$ cat config.mk
export PLATFORM = sky130hd
export DESIGN_NAME = switch_debounce
export DESIGN_NICKNAME = d
export VERILOG_FILES = /design/src/rtl/switch_debounce.sv
export SDC_FILE = /design/constraint.sdc
export NUM_CORES = 1
export LEC_CHECK = 0
export ABC_AREA = 0
export CAP_MARGIN = 20
export CORE_MARGIN = 2
export CORE_UTILIZATION = 57
export DETAILED_ROUTE_END_ITERATION = 12
export HOLD_SLACK_MARGIN = 0.05
export PLACE_DENSITY = 0.79
export RECOVER_POWER = 50
export SYNTH_ARGS = -nofsm -noshare
export SYNTH_HDL_FRONTEND = slang
export SYNTH_SLANG_ARGS = --single-unit
$ cat constraint.sdc
create_clock -name clk -period 3.85 [get_ports clk]
set_clock_uncertainty 0.2 [all_clocks]
set_input_delay 0.77 -clock clk [delete_from_list [all_inputs] [get_ports clk]]
set_output_delay 0.77 -clock clk [all_outputs]
set_load 0.01 [all_outputs]
$ cat src/rtl/switch_debounce.sv
// switch_debounce: synchronises, debounces and edge-detects WIDTH switch inputs,
// and queues per-bit change events in a small FIFO with a valid/ready drain.
//
// Ports:
//   clk           clock
//   rst           synchronous active-high reset
//   sw_in         raw asynchronous switch levels
//   sw_state      debounced stable levels (registered)
//   sw_rise       one-cycle pulse per bit on accepted 0->1
//   sw_fall       one-cycle pulse per bit on accepted 1->0
//   evt_valid     event FIFO non-empty
//   evt_ready     consumer accepts head entry
//   evt_index     bit index of head event
//   evt_level     new level of head event
//   evt_overflow  sticky: an event was lost
module switch_debounce #(
  parameter int unsigned WIDTH        = 16,
  parameter int unsigned IDX_W        = 4,
  parameter int unsigned TICK_DIV     = 50000,
  parameter int unsigned STABLE_TICKS = 4,
  parameter int unsigned FIFO_DEPTH   = 4
) (
  input  logic             clk,
  input  logic             rst,
  input  logic [WIDTH-1:0] sw_in,
  output logic [WIDTH-1:0] sw_state,
  output logic [WIDTH-1:0] sw_rise,
  output logic [WIDTH-1:0] sw_fall,
  output logic             evt_valid,
  input  logic             evt_ready,
  output logic [IDX_W-1:0] evt_index,
  output logic             evt_level,
  output logic             evt_overflow
);

  localparam int unsigned DIV_W  = (TICK_DIV > 1) ? $clog2(TICK_DIV) : 1;
  localparam int unsigned CNT_W  = $clog2(STABLE_TICKS + 1);
  localparam int unsigned PTR_W  = $clog2(FIFO_DEPTH);
  localparam int unsigned FCNT_W = PTR_W + 1;
  localparam int unsigned ENT_W  = IDX_W + 1;

  logic [WIDTH-1:0]  r_sync1;
  logic [WIDTH-1:0]  r_sync2;
  logic [WIDTH-1:0]  r_state;
  logic [WIDTH-1:0]  r_rise;
  logic [WIDTH-1:0]  r_fall;
  logic [WIDTH-1:0]  r_pend;
  logic              r_ovf;
  logic [DIV_W-1:0]  r_div;
  logic [CNT_W-1:0]  r_cnt [WIDTH];
  logic [ENT_W-1:0]  r_mem [FIFO_DEPTH];
  logic [PTR_W-1:0]  r_wptr;
  logic [PTR_W-1:0]  r_rptr;
  logic [FCNT_W-1:0] r_count;

  logic              w_tick;
  logic [WIDTH-1:0]  w_state_nxt;
  logic [CNT_W-1:0]  w_cnt_nxt [WIDTH];
  logic [WIDTH-1:0]  w_chg;
  logic              w_any;
  logic [IDX_W-1:0]  w_sel_idx;
  logic              w_sel_lvl;
  logic [WIDTH-1:0]  w_sel_oh;
  logic              w_full;
  logic              w_push;
  logic              w_pop;
  logic [WIDTH-1:0]  w_clr;
  logic [ENT_W-1:0]  w_head;

  // Two-flop synchroniser; nothing downstream looks at sw_in directly.
  always_ff @(posedge clk) begin
    if (rst) begin
      r_sync1 <= '0;
      r_sync2 <= '0;
    end else begin
      r_sync1 <= sw_in;
      r_sync2 <= r_sync1;
    end
  end

  // Prescaler: one-cycle tick every TICK_DIV clocks.
  assign w_tick = (r_div == DIV_W'(TICK_DIV - 1));

  always_ff @(posedge clk) begin
    if (rst)         r_div <= '0;
    else if (w_tick) r_div <= '0;
    else             r_div <= r_div + DIV_W'(1);
  end

  // Per-bit debounce: accept a new level after STABLE_TICKS disagreeing ticks.
  always_comb begin
    w_state_nxt = r_state;
    for (int i = 0; i < int'(WIDTH); i++) begin
      w_cnt_nxt[i] = r_cnt[i];
      if (w_tick) begin
        if (r_sync2[i] == r_state[i]) begin
          w_cnt_nxt[i] = '0;
        end else if (r_cnt[i] == CNT_W'(STABLE_TICKS - 1)) begin
          w_state_nxt[i] = r_sync2[i];
          w_cnt_nxt[i]   = '0;
        end else begin
          w_cnt_nxt[i] = r_cnt[i] + CNT_W'(1);
        end
      end
    end
  end

  assign w_chg = w_state_nxt ^ r_state;

  // Lowest-index pending bit wins the single push slot.
  always_comb begin
    w_any     = 1'b0;
    w_sel_idx = '0;
    w_sel_lvl = 1'b0;
    w_sel_oh  = '0;
    for (int i = int'(WIDTH) - 1; i >= 0; i--) begin
      if (r_pend[i]) begin
        w_any       = 1'b1;
        w_sel_idx   = IDX_W'(i);
        w_sel_lvl   = r_state[i];
        w_sel_oh    = '0;
        w_sel_oh[i] = 1'b1;
      end
    end
  end

  assign w_full = (r_count == FCNT_W'(FIFO_DEPTH));
  assign w_push = w_any & ~w_full;
  assign w_clr  = w_push ? w_sel_oh : '0;
  assign w_pop  = evt_valid & evt_ready;

  // Debounced state, edge pulses, pending mask and sticky overflow.
  // A bit being pushed this cycle is not lost if it changes again at the same edge.
  always_ff @(posedge clk) begin
    if (rst) begin
      r_state <= '0;
      r_rise  <= '0;
      r_fall  <= '0;
      r_pend  <= '0;
      r_ovf   <= 1'b0;
      for (int i = 0; i < int'(WIDTH); i++) r_cnt[i] <= '0;
    end else begin
      r_state <= w_state_nxt;
      r_rise  <= w_chg & w_state_nxt;
      r_fall  <= w_chg & r_state;
      r_pend  <= (r_pend & ~w_clr) | w_chg;
      if (|(r_pend & ~w_clr & w_chg)) r_ovf <= 1'b1;
      for (int i = 0; i < int'(WIDTH); i++) r_cnt[i] <= w_cnt_nxt[i];
    end
  end

  // Event FIFO pointers and occupancy.
  always_ff @(posedge clk) begin
    if (rst) begin
      r_wptr  <= '0;
      r_rptr  <= '0;
      r_count <= '0;
    end else begin
      if (w_push) r_wptr <= r_wptr + PTR_W'(1);
      if (w_pop)  r_rptr <= r_rptr + PTR_W'(1);
      case ({w_push, w_pop})
        2'b10:   r_count <= r_count + FCNT_W'(1);
        2'b01:   r_count <= r_count - FCNT_W'(1);
        default: r_count <= r_count;
      endcase
    end
  end

  // Storage needs no reset: outputs are masked while the FIFO is empty.
  always_ff @(posedge clk) begin
    if (w_push && !rst) r_mem[r_wptr] <= {w_sel_idx, w_sel_lvl};
  end

  assign w_head       = r_mem[r_rptr];
  assign evt_valid    = (r_count != '0);
  assign evt_index    = evt_valid ? w_head[ENT_W-1:1] : '0;
  assign evt_level    = evt_valid & w_head[0];
  assign evt_overflow = r_ovf;
  assign sw_state     = r_state;
  assign sw_rise      = r_rise;
  assign sw_fall      = r_fall;

endmodule
==> flow_summary.json, run 1 <==
{
  "syn_area_per_cell_um2": 9.84,
  "worstReg2RegEnd": "evt_overflow$_SDFFE_PP0P_",
  "fin_crit_ns": 3.48,
  "cp.required_ns": 3.93,
  "dr_wl_met2_um": 8340,
  "syn-num-nets": 891,
  "status": "complete, but fails checks",
  "grt_setup_unrepaired": "false",
  "io_buffers": 73,
  "critPathMaxStageDelay_ns": 0.36,
  "drc": 0,
  "violations": "capacitance limit, slew limit",
  "yosysUniqueCellTypes": 55,
  "via_count": 5838,
  "antenna_found_initial": 0,
  "cts_made_buffers": 17,
  "finalWorstSetupSlack_ns": 0.369,
  "endpoint": "evt_overflow$_SDFFE_PP0P_",
  "r2r-start": "r_div[0]$_SDFF_PP0_",
  "whs_ns": 0.237,
  "slew_headroom": -0.395,
  "hold_viol_final": 0,
  "wirelength_um": 17200,
  "drtIter0Drc": 389,
  "post-cts-setup-buffers": 0,
  "drv_slew": 94,
  "rows": 43,
  "grt_max_degree": 67,
  "hold_path_class": "register to register",
  "layout_common_cells": "170 x dfxtp_1, 87 x nor2_1, 69 x a21oi_1",
  "pre_cts_ws_ns": 0.413,
  "setup_violations": 0,
  "tightest_slew_ns": 2.09,
  "wl_met1_um": 7860,
  "cts_tree": "yes",
  "synthArstFlopShare": 0,
  "max_freq_mhz": 287,
  "cts-htree-levels": 4,
  "total_power_mw": 3.79,
  "fillerInstances": 1043,
  "final_common_cell": "dfxtp_1",
  "vias_per_cell": 5.48,
  "post-dp-hpwl_um": 12000,
  "multi_input_area_um2": 3680,
  "clock-sinks": 190,
  "overflow": 0,
  "grt_pass1_vias": 5828,
  "startpoint": "r_div[0]$_SDFF_PP0_",
  "cts_buffer_depth": 2,
  "die_w_um": 123,
  "clkTransAtPathRegs_ns": 0.07,
  "max_cap_viol_count": 2,
  "path_cells": "ha_1 > and3_1 > nand4_1 > buf_4 > nor2_1 > mux2i_1 > inv_1 > ha_1 > nand2b_1 > a21oi_1 > o21ai_0 > o2111ai_1 > a311oi_1 > a41oi_1",
  "synth.ff_latch_count": 190,
  "cts-resized-gates": 0,
  "ioPinCount": 74,
  "critPathLaunchType": "register",
  "layout.nets": 948,
  "grt_usage": 0.239,
  "wire_per_inst_um": 16.1,
  "ff2ff_setup_slack_ns": 0.37,
  "path_class": "register to register",
  "regArea_um2": 4000,
  "grt_pass1_wl_um": 28100,
  "syn_inst": 817,
  "diodes": 0,
  "die_h_um": 123,
  "synthToLayoutAreaGrowth_pct": 17.3,
  "synthFlopType": "dfxtp_1",
  "clk_latency_ns": 0.43,
  "yosys_warnings": 0,
  "critPathArrivalTime_ns": 3.56,
  "root_buffer": "clkbuf_16",
  "dieArea_um2": 15100,
  "r2r_cells": 14,
  "synth_area_um2": 8040,
  "p_leak_nw": 3.76,
  "drtPass1Iterations": 5,
  "fin_crit_sh": 0.904,
  "synth-seq-area-share": 0.498,
  "core_area_um2": 13800,
  "gp_congestion": 0.914,
  "path_common_cell": "ha_1",
  "cp_slowest_cell": "dfxtp_1",
  "cp_max_fo": 42,
  "top_layer": "met4",
  "cts_hold_buffers": 0,
  "cp-end-kind": "register",
  "fin_setup_tns_ns": 0,
  "wl_met3_um": 748,
  "start_util": 0.581,
  "utilization": 0.682,
  "synth_edf_count": 20,
  "pwr_density_cell_nw_per_um2": 402,
  "ant_nets": 0,
  "drive_gt1_frac": 0.0497,
  "ir_drop_mv": 0.313
}
worst min-delay path by stage:
| stage | cells after the start | end | startpoint |
|---|---|---|---|
| 6_report | 1 | r_sync2[10]$_SDFF_PP0_ | r_sync1[10]$_SDFF_PP0_ |
| 5_1_grt | 1 | r_sync2[8]$_SDFF_PP0_ | r_sync1[8]$_SDFF_PP0_ |
| 4_1_cts | 1 | r_sync2[10]$_SDFF_PP0_ | r_sync1[10]$_SDFF_PP0_ |
| 3_5_place_dp | 1 | r_sync2[10]$_SDFF_PP0_ | r_sync1[10]$_SDFF_PP0_ |
| 3_3_place_gp | 1 | r_div[0]$_SDFF_PP0_ | r_div[0]$_SDFF_PP0_ |
| 2_1_floorplan | 1 | r_div[0]$_SDFF_PP0_ | r_div[0]$_SDFF_PP0_ |
flip-flops by register name (all words and copies together), names as in the netlist, named ones only:
name          cells
r_cnt            48
r_mem            20
r_div            16
r_pend           16
r_sync1          16
r_sync2          16
sw_fall          16
sw_rise          16
sw_state         16
r_count           3
r_rptr            2
r_wptr            2
evt_overflow      1
power by group:
part	switching (mW)	total (mW)	internal (mW)
Combinational	0.0395	0.0735	0.0340
Sequential	0.00893	2.02	2.01
Clock	0.744	1.70	0.955
through the flow:
stage | instances | area (µm²)
floorplan | 817 | 8040
global placement | 1034 | 8860
detailed placement | 1034 | 8860
CTS | 1065 | 9430
global route | 1066 | 9430
finish | 1066 | 9430
layer usage:
| metal | track usage | up-vias |
|---|---|---|
| met5 | 0 | - |
| met4 | 0.0704 | 0 |
| met3 | 0.0595 | 24 |
| met2 | 0.397 | 142 |
| met1 | 0.308 | 2790 |
| li1 | - | 2882 |
cells in the mapped netlist (all sizes together) (14+ instances only):
library cell / instances / area share
a21oi: 69 / 0.043
nand2: 34 / 0.016
xnor2: 21 / 0.023
ha: 54 / 0.084
dfxtp: 170 / 0.42
nor4b: 14 / 0.015
nor2b: 67 / 0.052
edfxtp: 20 / 0.075
inv: 49 / 0.023
nor2: 87 / 0.041
clkbuf: 34 / 0.016
o21ai: 30 / 0.019
mux2i: 17 / 0.021
nand2b: 20 / 0.016
worst max-delay path: cells and delay by family, from the launching register on:
kind,cells,cell delay (ns)
flops,1,0.36
compound gates,5,0.78
simple gates,4,0.79
buf+inv,2,0.42
mux,1,0.29
fa+ha+maj,2,0.49
kinds of logic after synthesis:
group,synth area share
buf+inv,0.0434
flops,0.498
compound gates,0.0897
mux,0.0352
fa+ha+maj,0.0866
simple gates,0.210
xor+xnor,0.0370
final cells by class:
| type | instances | area share |
|---|---|---|
| clock buffers | 18 | 0.0455 |
| clock inverters | 13 | 0.0146 |
| inverters | 49 | 0.0195 |
| multi-input cells | 537 | 0.391 |
| flip-flops and latches | 190 | 0.425 |
| well taps | 180 | 0.0239 |
| repair buffers | 79 | 0.0808 |
(Power assumes the default switching activity.)
==> run 2: changes to the inputs <==
Settings changed: GPL_TIMING_DRIVEN from default to 0.
==> run 2 against run 1 <==
  * Non-clock buffer count rose by 36
  * Critical path depth fell by 4
  * Setup slack got worse by 0.16 ns
  * The flow now finishes without violations
  * Sequential share of layout area is 0.78 points lower
  * Register-to-register slack lost 0.16 ns
  * Final cell count grew 3.5%
==> flow_summary.json, run 2 (synthesis gave the netlist of run 1 again) <==
{
  "status": "finished clean",
  "p_int_mw": 3.05,
  "placed_cells": 1070,
  "die_w_um": 123,
  "startpoint": "r_pend[12]$_SDFF_PP0_",
  "fin_crit_ns": 3.64,
  "hold_path_class": "register to register",
  "via_count": 6063,
  "wire_per_inst_um": 16.7,
  "diodes": 0,
  "grt_max_degree": 17,
  "ant_nets": 0,
  "pwr-share-seq": 0.529,
  "cp.required_ns": 4.01,
  "gp_congestion": 0.906,
  "hold_viol_final": 0,
  "final_common_cell": "dfxtp_1",
  "core_area_um2": 13800,
  "io_buffers": 73,
  "largestRegisters": "r_cnt (48), r_mem (20)",
  "cts_tree": "yes",
  "critPathArrivalTime_ns": 3.80,
  "drv_slew": 0,
  "drive_gt1_frac": 0.0542,
  "ioPinCount": 74,
  "hold_start": "r_sync1[12]$_SDFF_PP0_",
  "tightest_slew_ns": 0.710,
  "p_clk_frac": 0.449,
  "vias_per_cell": 5.50,
  "p_sw_mw": 0.773,
  "cp-end-kind": "register",
  "pre_cts_ws_ns": -0.0756,
  "rows": 43,
  "wirelength_um": 18500,
  "drc": 0,
  "grt_pass1_vias": 5844,
  "clkTransAtPathRegs_ns": 0.06,
  "finalWorstSetupSlack_ns": 0.208,
  "grt_pass1_wl_um": 29700,
  "p_leak_nw": 3.72,
  "max_freq_mhz": 275,
  "clk_latency_ns": 0.43,
  "fin_crit_sh": 0.946,
  "pwr_density_cell_nw_per_um2": 398,
  "critPathLaunchType": "register",
  "layout_common_cells": "170 x dfxtp_1, 86 x nor2_1, 73 x clkdlybuf4s50_1",
  "die_h_um": 123,
  "max_cap_viol_count": 0,
  "r2r-start": "r_pend[12]$_SDFF_PP0_",
  "overflow": 0,
  "combPwrFrac": 0.023,
  "grt_usage": 0.259,
  "regMostFlops": "r_cnt",
  "cp_max_fo": 10,
  "fin_cells": 1103,
  "p_sw_frac": 0.202,
  "post-dp-hpwl_um": 13000,
  "slew_headroom": 0.525,
  "setup_violations": 0,
  "start_util": 0.581,
  "cts-htree-levels": 4,
  "ir_drop_mv": 0.322,
  "dieArea_um2": 15100,
  "clock-sinks": 190,
  "drtPass1Iterations": 5,
  "cts_buffer_depth": 2,
  "largest_reg_flops": 48,
  "synthToLayoutAreaGrowth_pct": 19.5,
  "whs_ns": 0.237,
  "path_class": "register to register",
  "cts_made_buffers": 17,
  "antenna_found_initial": 0,
  "drtIter0Drc": 418,
  "layout.nets": 984,
  "root_buffer": "clkbuf_16"
}
## run 2: path summary, 6_finish.rpt
check	end	slack [ns]	cells past startpoint
worst min-delay path	r_sync2[12]$_SDFF_PP0_	0.24	1
worst max-delay path	r_count[2]$_SDFFE_PP0P_	0.21	10
worst max register to register	r_count[2]$_SDFFE_PP0P_	0.21	10
worst min register to register	r_sync2[12]$_SDFF_PP0_	0.24	1
## run 2: stage by stage
stage | setup TNS, ns | power, mW | area (µm²) | utilization
after CTS | 0 | 3.84 | 9580 | 0.693
after detailed placement | -0.0756 | 2.15 | 8990 | 0.650
after global routing | -0.0268 | 3.93 | 9600 | 0.695
after floorplan | 0 | 2.11 | 8040 | -
after global placement | 0 | 2.15 | 8990 | 0.650
final | 0 | 3.82 | 9600 | 0.695
## run 2: critical path, stage by stage (launching register included)
cell      delay (ns)
dfxtp_1         0.30
clkbuf_1        0.21
or4_1           0.66
or4_1           0.52
o21ai_2         0.39
ha_1            0.27
inv_1           0.06
fa_1            0.37
xor2_1          0.16
or3_1           0.31
a21oi_1         0.14
## run 2: final cells by class
cell class | count | area, µm²
Fill cell | 1044 | 4220
Sequential cell | 190 | 4000
Multi-Input combinational cell | 537 | 3700
Timing Repair Buffer | 75 | 746
Clock buffer | 24 | 482
Tap cell | 180 | 225
Inverter | 49 | 184
Buffer | 40 | 169
Clock inverter | 8 | 88.8
## run 2: timing repair
item,CTS,global route
resized for setup,5,6
endpoints found under the setup margin,1,1
hold buffers,0,0
setup buffers,0,2
## run 2: power by group through the flow
| stage | combinational (mW) | sequential [mW] | clock, mW |
|---|---|---|---|
| 2_1_floorplan | 0.0470 | 2.06 | 0 |
| 3_3_place_gp | 0.0851 | 2.06 | 0 |
| 3_5_place_dp | 0.0858 | 2.06 | 0 |
| 4_1_cts | 0.0869 | 2.02 | 1.73 |
| 5_1_grt | 0.0943 | 2.02 | 1.81 |
| 6_report | 0.0871 | 2.02 | 1.72 |
## run 2: per-layer routing
| layer | global-route usage | up-vias | routed length, µm | part of all wire |
|---|---|---|---|---|
| met5 | 0 | - | 0 | 0 |
| met4 | 0.0833 | 0 | 321 | 0.017 |
| met3 | 0.0567 | 25 | 972 | 0.053 |
| met2 | 0.415 | 182 | 8350 | 0.45 |
| met1 | 0.351 | 2897 | 8820 | 0.48 |
| li1 | - | 2959 | - | - |
